### src/rtl/cdb_arbiter.sv
// Common data bus arbiter. The ALU and LS units each push completed results
// into a private FIFO. One FIFO head per cycle is picked round-robin and
// registered onto the broadcast bus. A mispredict flushes everything buffered.

// One FU result FIFO. Pushes are gated by ready, and both ops are gated by flush.
module cdb_fifo #(
  parameter int W      = 8,
  parameter int QDEPTH = 2
) (
  input  logic         clk,
  input  logic         rst,
  input  logic         flush,
  input  logic         push,
  input  logic [W-1:0] din,
  input  logic         pop,
  output logic [W-1:0] head,
  output logic         ready,
  output logic         nonempty
);
  localparam int PW = $clog2(QDEPTH);
  localparam int CW = $clog2(QDEPTH + 1);
  localparam logic [CW-1:0] FULL = CW'(QDEPTH);

  logic [W-1:0]  mem [QDEPTH];
  logic [CW-1:0] count;
  logic [PW-1:0] rd_ptr, wr_ptr;
  logic          do_push, do_pop;

  // A push while full is dropped. The pop is only honoured when the FIFO holds data.
  assign ready    = (count < FULL);
  assign nonempty = (count != '0);
  assign do_push  = push & ready & ~flush;
  assign do_pop   = pop & nonempty & ~flush;
  assign head     = mem[rd_ptr];

  // Occupancy and pointers. The pointers are log2(QDEPTH) bits wide, so they wrap on their own.
  always_ff @(posedge clk or posedge rst) begin
    if (rst) begin
      count  <= '0;
      rd_ptr <= '0;
      wr_ptr <= '0;
    end else if (flush) begin
      count  <= '0;
      rd_ptr <= '0;
      wr_ptr <= '0;
    end else begin
      if (do_push) wr_ptr <= wr_ptr + 1'b1;
      if (do_pop)  rd_ptr <= rd_ptr + 1'b1;
      count <= count + CW'(do_push) - CW'(do_pop);
    end
  end

  // Storage. It is not reset, because a reset empty FIFO never exposes stale data.
  always_ff @(posedge clk) begin
    if (do_push) mem[wr_ptr] <= din;
  end
endmodule

module cdb_arbiter #(
  parameter int GPR_SIZE     = 64,
  parameter int ROB_IDX_SIZE = 4,
  parameter int QDEPTH       = 2
) (
  input  logic                    in_clk,
  input  logic                    in_rst,
  input  logic                    in_rob_is_mispred,
  input  logic                    in_alu_valid,
  input  logic [GPR_SIZE-1:0]     in_alu_value,
  input  logic [ROB_IDX_SIZE-1:0] in_alu_rob_index,
  input  logic                    in_alu_set_nzcv,
  input  logic [3:0]              in_alu_nzcv,
  output logic                    out_alu_ready,
  input  logic                    in_ls_valid,
  input  logic [GPR_SIZE-1:0]     in_ls_value,
  input  logic [ROB_IDX_SIZE-1:0] in_ls_rob_index,
  input  logic                    in_ls_set_nzcv,
  input  logic [3:0]              in_ls_nzcv,
  output logic                    out_ls_ready,
  output logic                    out_cdb_done,
  output logic [ROB_IDX_SIZE-1:0] out_cdb_index,
  output logic [GPR_SIZE-1:0]     out_cdb_value,
  output logic                    out_cdb_set_nzcv,
  output logic [3:0]              out_cdb_nzcv,
  output logic                    out_cdb_src
);
  localparam int NUM_FU = 2;  // lane 0 = ALU, lane 1 = LS

  typedef struct packed {
    logic                    set_nzcv;
    logic [3:0]              nzcv;
    logic [ROB_IDX_SIZE-1:0] idx;
    logic [GPR_SIZE-1:0]     value;
  } rec_t;

  rec_t [NUM_FU-1:0] rec_in, head;
  logic [NUM_FU-1:0] push, pop, ready, nonempty;
  logic              gnt, sel, last_grant;

  assign rec_in[0] = '{in_alu_set_nzcv, in_alu_nzcv, in_alu_rob_index, in_alu_value};
  assign rec_in[1] = '{in_ls_set_nzcv, in_ls_nzcv, in_ls_rob_index, in_ls_value};
  assign push      = {in_ls_valid, in_alu_valid};
  assign out_alu_ready = ready[0];
  assign out_ls_ready  = ready[1];

  for (genvar g = 0; g < NUM_FU; g++) begin : g_fu
    cdb_fifo #(.W($bits(rec_t)), .QDEPTH(QDEPTH)) u_fifo (
      .clk      (in_clk),
      .rst      (in_rst),
      .flush    (in_rob_is_mispred),
      .push     (push[g]),
      .din      (rec_in[g]),
      .pop      (pop[g]),
      .head     (head[g]),
      .ready    (ready[g]),
      .nonempty (nonempty[g])
    );
  end

  // Round-robin pick. On a tie the FU that did not win last goes next.
  always_comb begin
    gnt = 1'b0;
    sel = 1'b0;
    if (nonempty[0] && nonempty[1]) begin
      gnt = 1'b1;
      sel = ~last_grant;
    end else if (nonempty[0]) begin
      gnt = 1'b1;
      sel = 1'b0;
    end else if (nonempty[1]) begin
      gnt = 1'b1;
      sel = 1'b1;
    end
  end

  assign pop = gnt ? (sel ? 2'b10 : 2'b01) : 2'b00;

  // Registered broadcast. Data holds when idle, and a flush kills done but keeps the grant history.
  always_ff @(posedge in_clk or posedge in_rst) begin
    if (in_rst) begin
      out_cdb_done     <= 1'b0;
      out_cdb_index    <= '0;
      out_cdb_value    <= '0;
      out_cdb_set_nzcv <= 1'b0;
      out_cdb_nzcv     <= '0;
      out_cdb_src      <= 1'b0;
      last_grant       <= 1'b1;
    end else if (in_rob_is_mispred) begin
      out_cdb_done <= 1'b0;
    end else if (gnt) begin
      out_cdb_done     <= 1'b1;
      out_cdb_index    <= head[sel].idx;
      out_cdb_value    <= head[sel].value;
      out_cdb_set_nzcv <= head[sel].set_nzcv;
      out_cdb_nzcv     <= head[sel].nzcv;
      out_cdb_src      <= sel;
      last_grant       <= sel;
    end else begin
      out_cdb_done <= 1'b0;
    end
  end
endmodule
### config.mk
export PLATFORM = sky130hd
export DESIGN_NAME = cdb_arbiter
export DESIGN_NICKNAME = d
export VERILOG_FILES = /design/src/rtl/cdb_arbiter.sv
export SDC_FILE = /design/constraint.sdc
export NUM_CORES = 1
export LEC_CHECK = 0
export ABC_CLOCK_PERIOD_IN_PS = 8800
export BUFFER_PORTS_ARGS = -buffer_cell sky130_fd_sc_hd__buf_2
export CORE_MARGIN = 2
export CORE_UTILIZATION = 61
export CTS_CLUSTER_SIZE = 40
export DETAILED_ROUTE_END_ITERATION = 7
export GPL_ROUTABILITY_DRIVEN = 0
export PLACE_DENSITY = 0.88
export SLEW_MARGIN = 20
export SYNTH_ARGS = -nofsm -noshare
export SYNTH_HDL_FRONTEND = slang
export SYNTH_SLANG_ARGS = --single-unit
export TNS_END_PERCENT = 50
### constraint.sdc
create_clock -name in_clk -period 8.8 [get_ports in_clk]
set_input_delay 1.76 -clock in_clk [delete_from_list [all_inputs] [get_ports in_clk]]
set_output_delay 1.76 -clock in_clk [all_outputs]
set_load 0.01 [all_outputs]
# --- Word-level counts from Yosys, hierarchy flattened ---
# Memory sizes are Yosys's and may differ from the RTL's.
# Index checks and enable logic that the tools add are counted.
op_classes:
  shifts: 0
  n_div: 0
  n_bitwise: 10
  multipliers: 0
  magnitude_cmp: 3
  n_addsub: 8
  n_mux: 25
  n_eq_ne: 0
  reduce_logical: 8
ops:
  columns: ["operator", "count"]
  rows:
  - ["$mux 73", 2]
  - ["$mux 1", 19]
  - ["$reduce_bool 2->1", 6]
  - ["$and 1x1->1", 8]
  - ["$mux 2", 4]
  - ["$add 1x1->1 const B", 4]
  - ["$add 2x1->2", 2]
  - ["$lt 2x2->1 const B", 2]
  - ["$sub 2x1->2", 2]
  - ["$lt 1x2->1 const B", 1]
  - ["$not 1->1", 2]
  - ["$reduce_and 2->1", 1]
  - ["$logic_and 1x1->1", 1]
word_totals:
  rom_bits: 0
  mem_count: 2
  mem_bits_rw: 292
  out_inout_bits: 77
  latch_bits: 0
  inputBits: 151
  regBits: 84
  word_cells: 69
memory_table:
  columns: ["name", "depth", "width", "rd", "rd_ports_with_merged_regs", "wr", "line_no", "rtl"]
  rows:
  - ["g_fu[0].u_fifo.mem", 2, 73, 1, 0, 1, "24", "logic [W-1:0] mem [QDEPTH];"]
  - ["g_fu[1].u_fifo.mem", 2, 73, 1, 0, 1, "24", null]

# --- Logic depth before layout (Yosys ltp) ---
logic_depth:
  word_depth: 10
  ltp_mapped: 11
  mapped_depth_nobuf: 9

# --- Hierarchy ---
# Synthesis repeated with hierarchy kept, for this count alone.
hier_totals:
  cells_unflattened: 919
  area_unflattened_um2: 14984.4
by_module_without_submodules:
  columns: ["mod", "area_each_um2", "cells_per_inst", "n_inst", "seq_area_each_um2"]
  rows:
  - ["cdb_fifo", 5770.5, 254, 2, 4484.3]
  - ["cdb_arbiter", 3443.3, 411, 1, 1903.1]

# --- Least setup slack after synthesis ---
# Ideal clock, no wire load.
synth_path:
  kind: "input to register"
  startpoint: "in in_alu_valid"
  endpoint: "mem g_fu[0].u_fifo.mem[0][0] in the netlist's numbering, enable pin"
  arrival_time_ns: 5.375
  path_slack_ns: 2.911
  n_path_buf: 0
  stages: 3
  cell_sequence: "nor2b_1 -> nor2b_1 -> nor2b_1"
synth_via:
  elab_chain_cells: 4
synth_lines:
  columns: ["item", "line_no", "rtl"]
  rows:
  - ["start: declaration", "67", "input logic in_alu_valid,"]
  - ["$and 1x1->1 (2 in a row)", "32", "assign do_push = push & ready & ~flush;"]
  - ["$mux 1", "55", "if (do_push) mem[wr_ptr] <= din;"]
  - ["$mux 1 (implied by the code)", "55", null]
  - ["end: declaration", "24", null]
# No other way between the ends.

# --- Worst setup path after layout ---
layout_path:
  startpoint: "in in_alu_valid"
  endpoint: "mem g_fu[0].u_fifo.mem[0][34] in the netlist's numbering, enable pin"
# Same word-level chain as after synthesis.

==> out/qor.csv <==
metric,value,unit
outcome,"complete, no violations",
syn_to_final_growth,17.8,%
synth.avg_cell_area,15.5,µm²
hp-class,flip-flop to flip-flop,
wl,29900,µm
num_rows,56,
holdWs,0.473,ns
maxCapViolCount,0,
syn_area,0.0144,mm²
cp_top_family,simple AND/OR/NAND/NOR gates,
vdd_ir_drop_max,0.243,mV
crit_path_cell_trace,"buf_2, nor2b_1, nor2b_1, nor2b_4, buf_4",
worst_r2r_endpoint,g_fu[1].u_fifo.count[1]$_DFF_PP0_,
grt_max_degree,101,
relSlewSlack,0.264,
grt_pass1_wl,45300,µm
design_area,0.0169,mm²
synth_xor_area_frac,0.00488,
placed_cells,1415,
clkSinkCount,376,
slowest_stage,nor2b_4,
postCtsResizedCells,0,
max_freq,273,MHz
finalHoldViolCount,0,
post_cts_buffers,0,
drt_pass1_iterations,5,
maxSlewViolCount,0,
max_stage_delay,0.74,ns
r2r_setup_slack,5.94,ns
r2r_start,last_grant$_DFFE_PP1P_,
wl_per_cell,20.2,µm
hold_path_end,out_cdb_value[7]$_DFFE_PP0P_,
setup_viol,0,
path_max_fanout,46,
clkSlewWorstSetupHoldPaths,0.06,ns
boundaryPins,228,
synth-seq-cells,376,
ant_nets,0,
cts_buffer_depth,3,
numPortBuffers,227,
synth-adder-area-share,0.00348,
die_y,157,µm
postSynthCellCount,927,
core_area,0.0233,mm²
cts_made_buffers,36,
htree_levels,2,
drc_errors,0,
cts_root_buf,clkbuf_16,
ys_seq_area_frac,0.756,
r2r_cells,10,
place_area,0.0157,mm²
fin_nets,1290,
first_iter_violations,696,
hold_depth,2,
synth.distinct_cells,22,
grtUsageTotal,0.244,
synth_compound_area_frac,0.117,
ys_warn_count,0,
drive_above_1_share,0.260,
synth_top_family_by_area,compound AO/OA/AOI/OAI gates,
startpoint_type,primary input,
syn-num-nets,1082,
power-per-cell-area,326,mW/mm²
cts_hold_buf,0,
tns,0,ns
vias,8521,
rsz0062_at_grt,no,
fin_crit_sh,0.416,
muxShareOfSynthArea,0,
gr-total-overflow,0,
initial_core_util,0.616,
die_area,0.0248,mm²
end_kind,flip-flop,
period_needed,3.66,ns
yosys.area_share.simple,0.0902,
crit_required,8.93,ns
grt_pass1_vias,8429,
critical_path_buf_inv_count,2,
final_util,0.726,
crit_top_cell,nor2b_1,
min-delay-start,out_cdb_value[7]$_DFFE_PP0P_,
viasPerCell,5.74,
fin_cells,1484,
cts_tree,done,
worst_pin_slew,1.10,ns
clkLatencyLatePin,0.51,ns
crit_type,primary input to flip-flop,
dp_hpwl,17700,µm
chipWidth,157,µm
cp.arrival,3.79,ns
clock_skew,0.0135,ns
antenna_found_initial,7,
p_leak,6.31,nW
[cell usage after synthesis (all sizes together)]
cell type	n	area share
a211oi	146	0.076
a21o	3	0.0016
and2	2	0.00087
buf	46	0.021
clkbuf	20	0.0053
dfrtp	83	0.14
dfstp	1	0.0018
edfxtp	292	0.61
ha	4	0.0035
inv	8	0.0021
nand2	73	0.019
nor2	10	0.0026
nor2b	155	0.068
o21ai	2	0.00070
o22ai	1	0.00044
o31ai	73	0.038
xnor2	7	0.0043
xor2	1	0.00061
[cells in the final DEF, fill, tap and decap left out, types with 6 or more instances in the layout]
master	instances
nor2_1	10
nand2_1	73
o31ai_1	73
inv_1	7
a211oi_1	146
dfrtp_1	81
buf_2	227
edfxtp_1	292
nor2b_1	152
xnor2_1	7
buf_4	8
clkbuf_16	37
bufinv_16	6
clkbuf_1	7
[where the power goes]
| part | total (mW) | internal [mW] | switching (mW) |
|---|---|---|---|
| clock | 1.60 | 0.975 | 0.630 |
| sequential | 2.45 | 2.26 | 0.195 |
| combinational | 1.46 | 0.522 | 0.935 |
| total | 5.51 | 3.75 | 1.76 |
[how the worst max path moves through the flow]
stage                             from                             endpoint  cells after the start
after floorplan           in_alu_valid   g_fu[0].u_fifo.mem[0][0]$_DFFE_PP_                      3
after CTS                 in_alu_valid  g_fu[0].u_fifo.mem[0][34]$_DFFE_PP_                      5
after global routing      in_alu_valid  g_fu[0].u_fifo.mem[0][16]$_DFFE_PP_                      5
after global placement    in_alu_valid  g_fu[0].u_fifo.mem[0][16]$_DFFE_PP_                      5
final                     in_alu_valid  g_fu[0].u_fifo.mem[0][34]$_DFFE_PP_                      5
after detailed placement  in_alu_valid  g_fu[0].u_fifo.mem[0][13]$_DFFE_PP_                      5
[worst min-delay path, stage by stage (launching register included)]
cell and delay (ns):
dfrtp_1 0.34, nand2_1 0.05, o31ai_1 0.05
[per-stage QoR]
stage	setup WS, ns	total power [mW]
floorplan	2.91	3.46
global placement	4.71	3.84
detailed placement	4.66	3.92
CTS	5.13	5.54
global route	4.96	5.78
finish	5.14	5.51
[cell families after synthesis]
logic type / Yosys count
fa+ha+maj: 4
simple gates: 240
flops: 376
compound gates: 225
buf+inv: 74
xor+xnor: 8
[flip-flops by register name (all words and copies together), names as in the netlist]
| register | count |
|---|---|
| g_fu.u_fifo.mem | 292 |
| out_cdb_done | 1 |
| out_cdb_index | 4 |
| out_cdb_src | 1 |
| g_fu.u_fifo.count | 4 |
| out_cdb_value | 64 |
| out_cdb_set_nzcv | 1 |
| g_fu.u_fifo.wr_ptr | 2 |
| out_cdb_nzcv | 4 |
| g_fu.u_fifo.rd_ptr | 2 |
| last_grant | 1 |
[layer usage]
layer,track usage,up-vias,routed length (µm)
met1,0.326,4162,11900
met2,0.405,353,14900
met5,0,-,37
met4,0.0779,6,679
li1,-,3942,-
met3,0.0534,58,2420
[cell type report]
| class | count | area (µm²) |
|---|---|---|
| Clock inverter | 17 | 248 |
| Antenna cell | 4 | 10.0 |
| Inverter | 8 | 32.5 |
| Timing Repair Buffer | 236 | 1220 |
| Tap cell | 319 | 399 |
| Clock buffer | 47 | 993 |
| Sequential cell | 376 | 10900 |
| Fill cell | 1478 | 6400 |
| Multi-Input combinational cell | 477 | 3140 |
No activity file was read; power rests on OpenSTA's default activity.
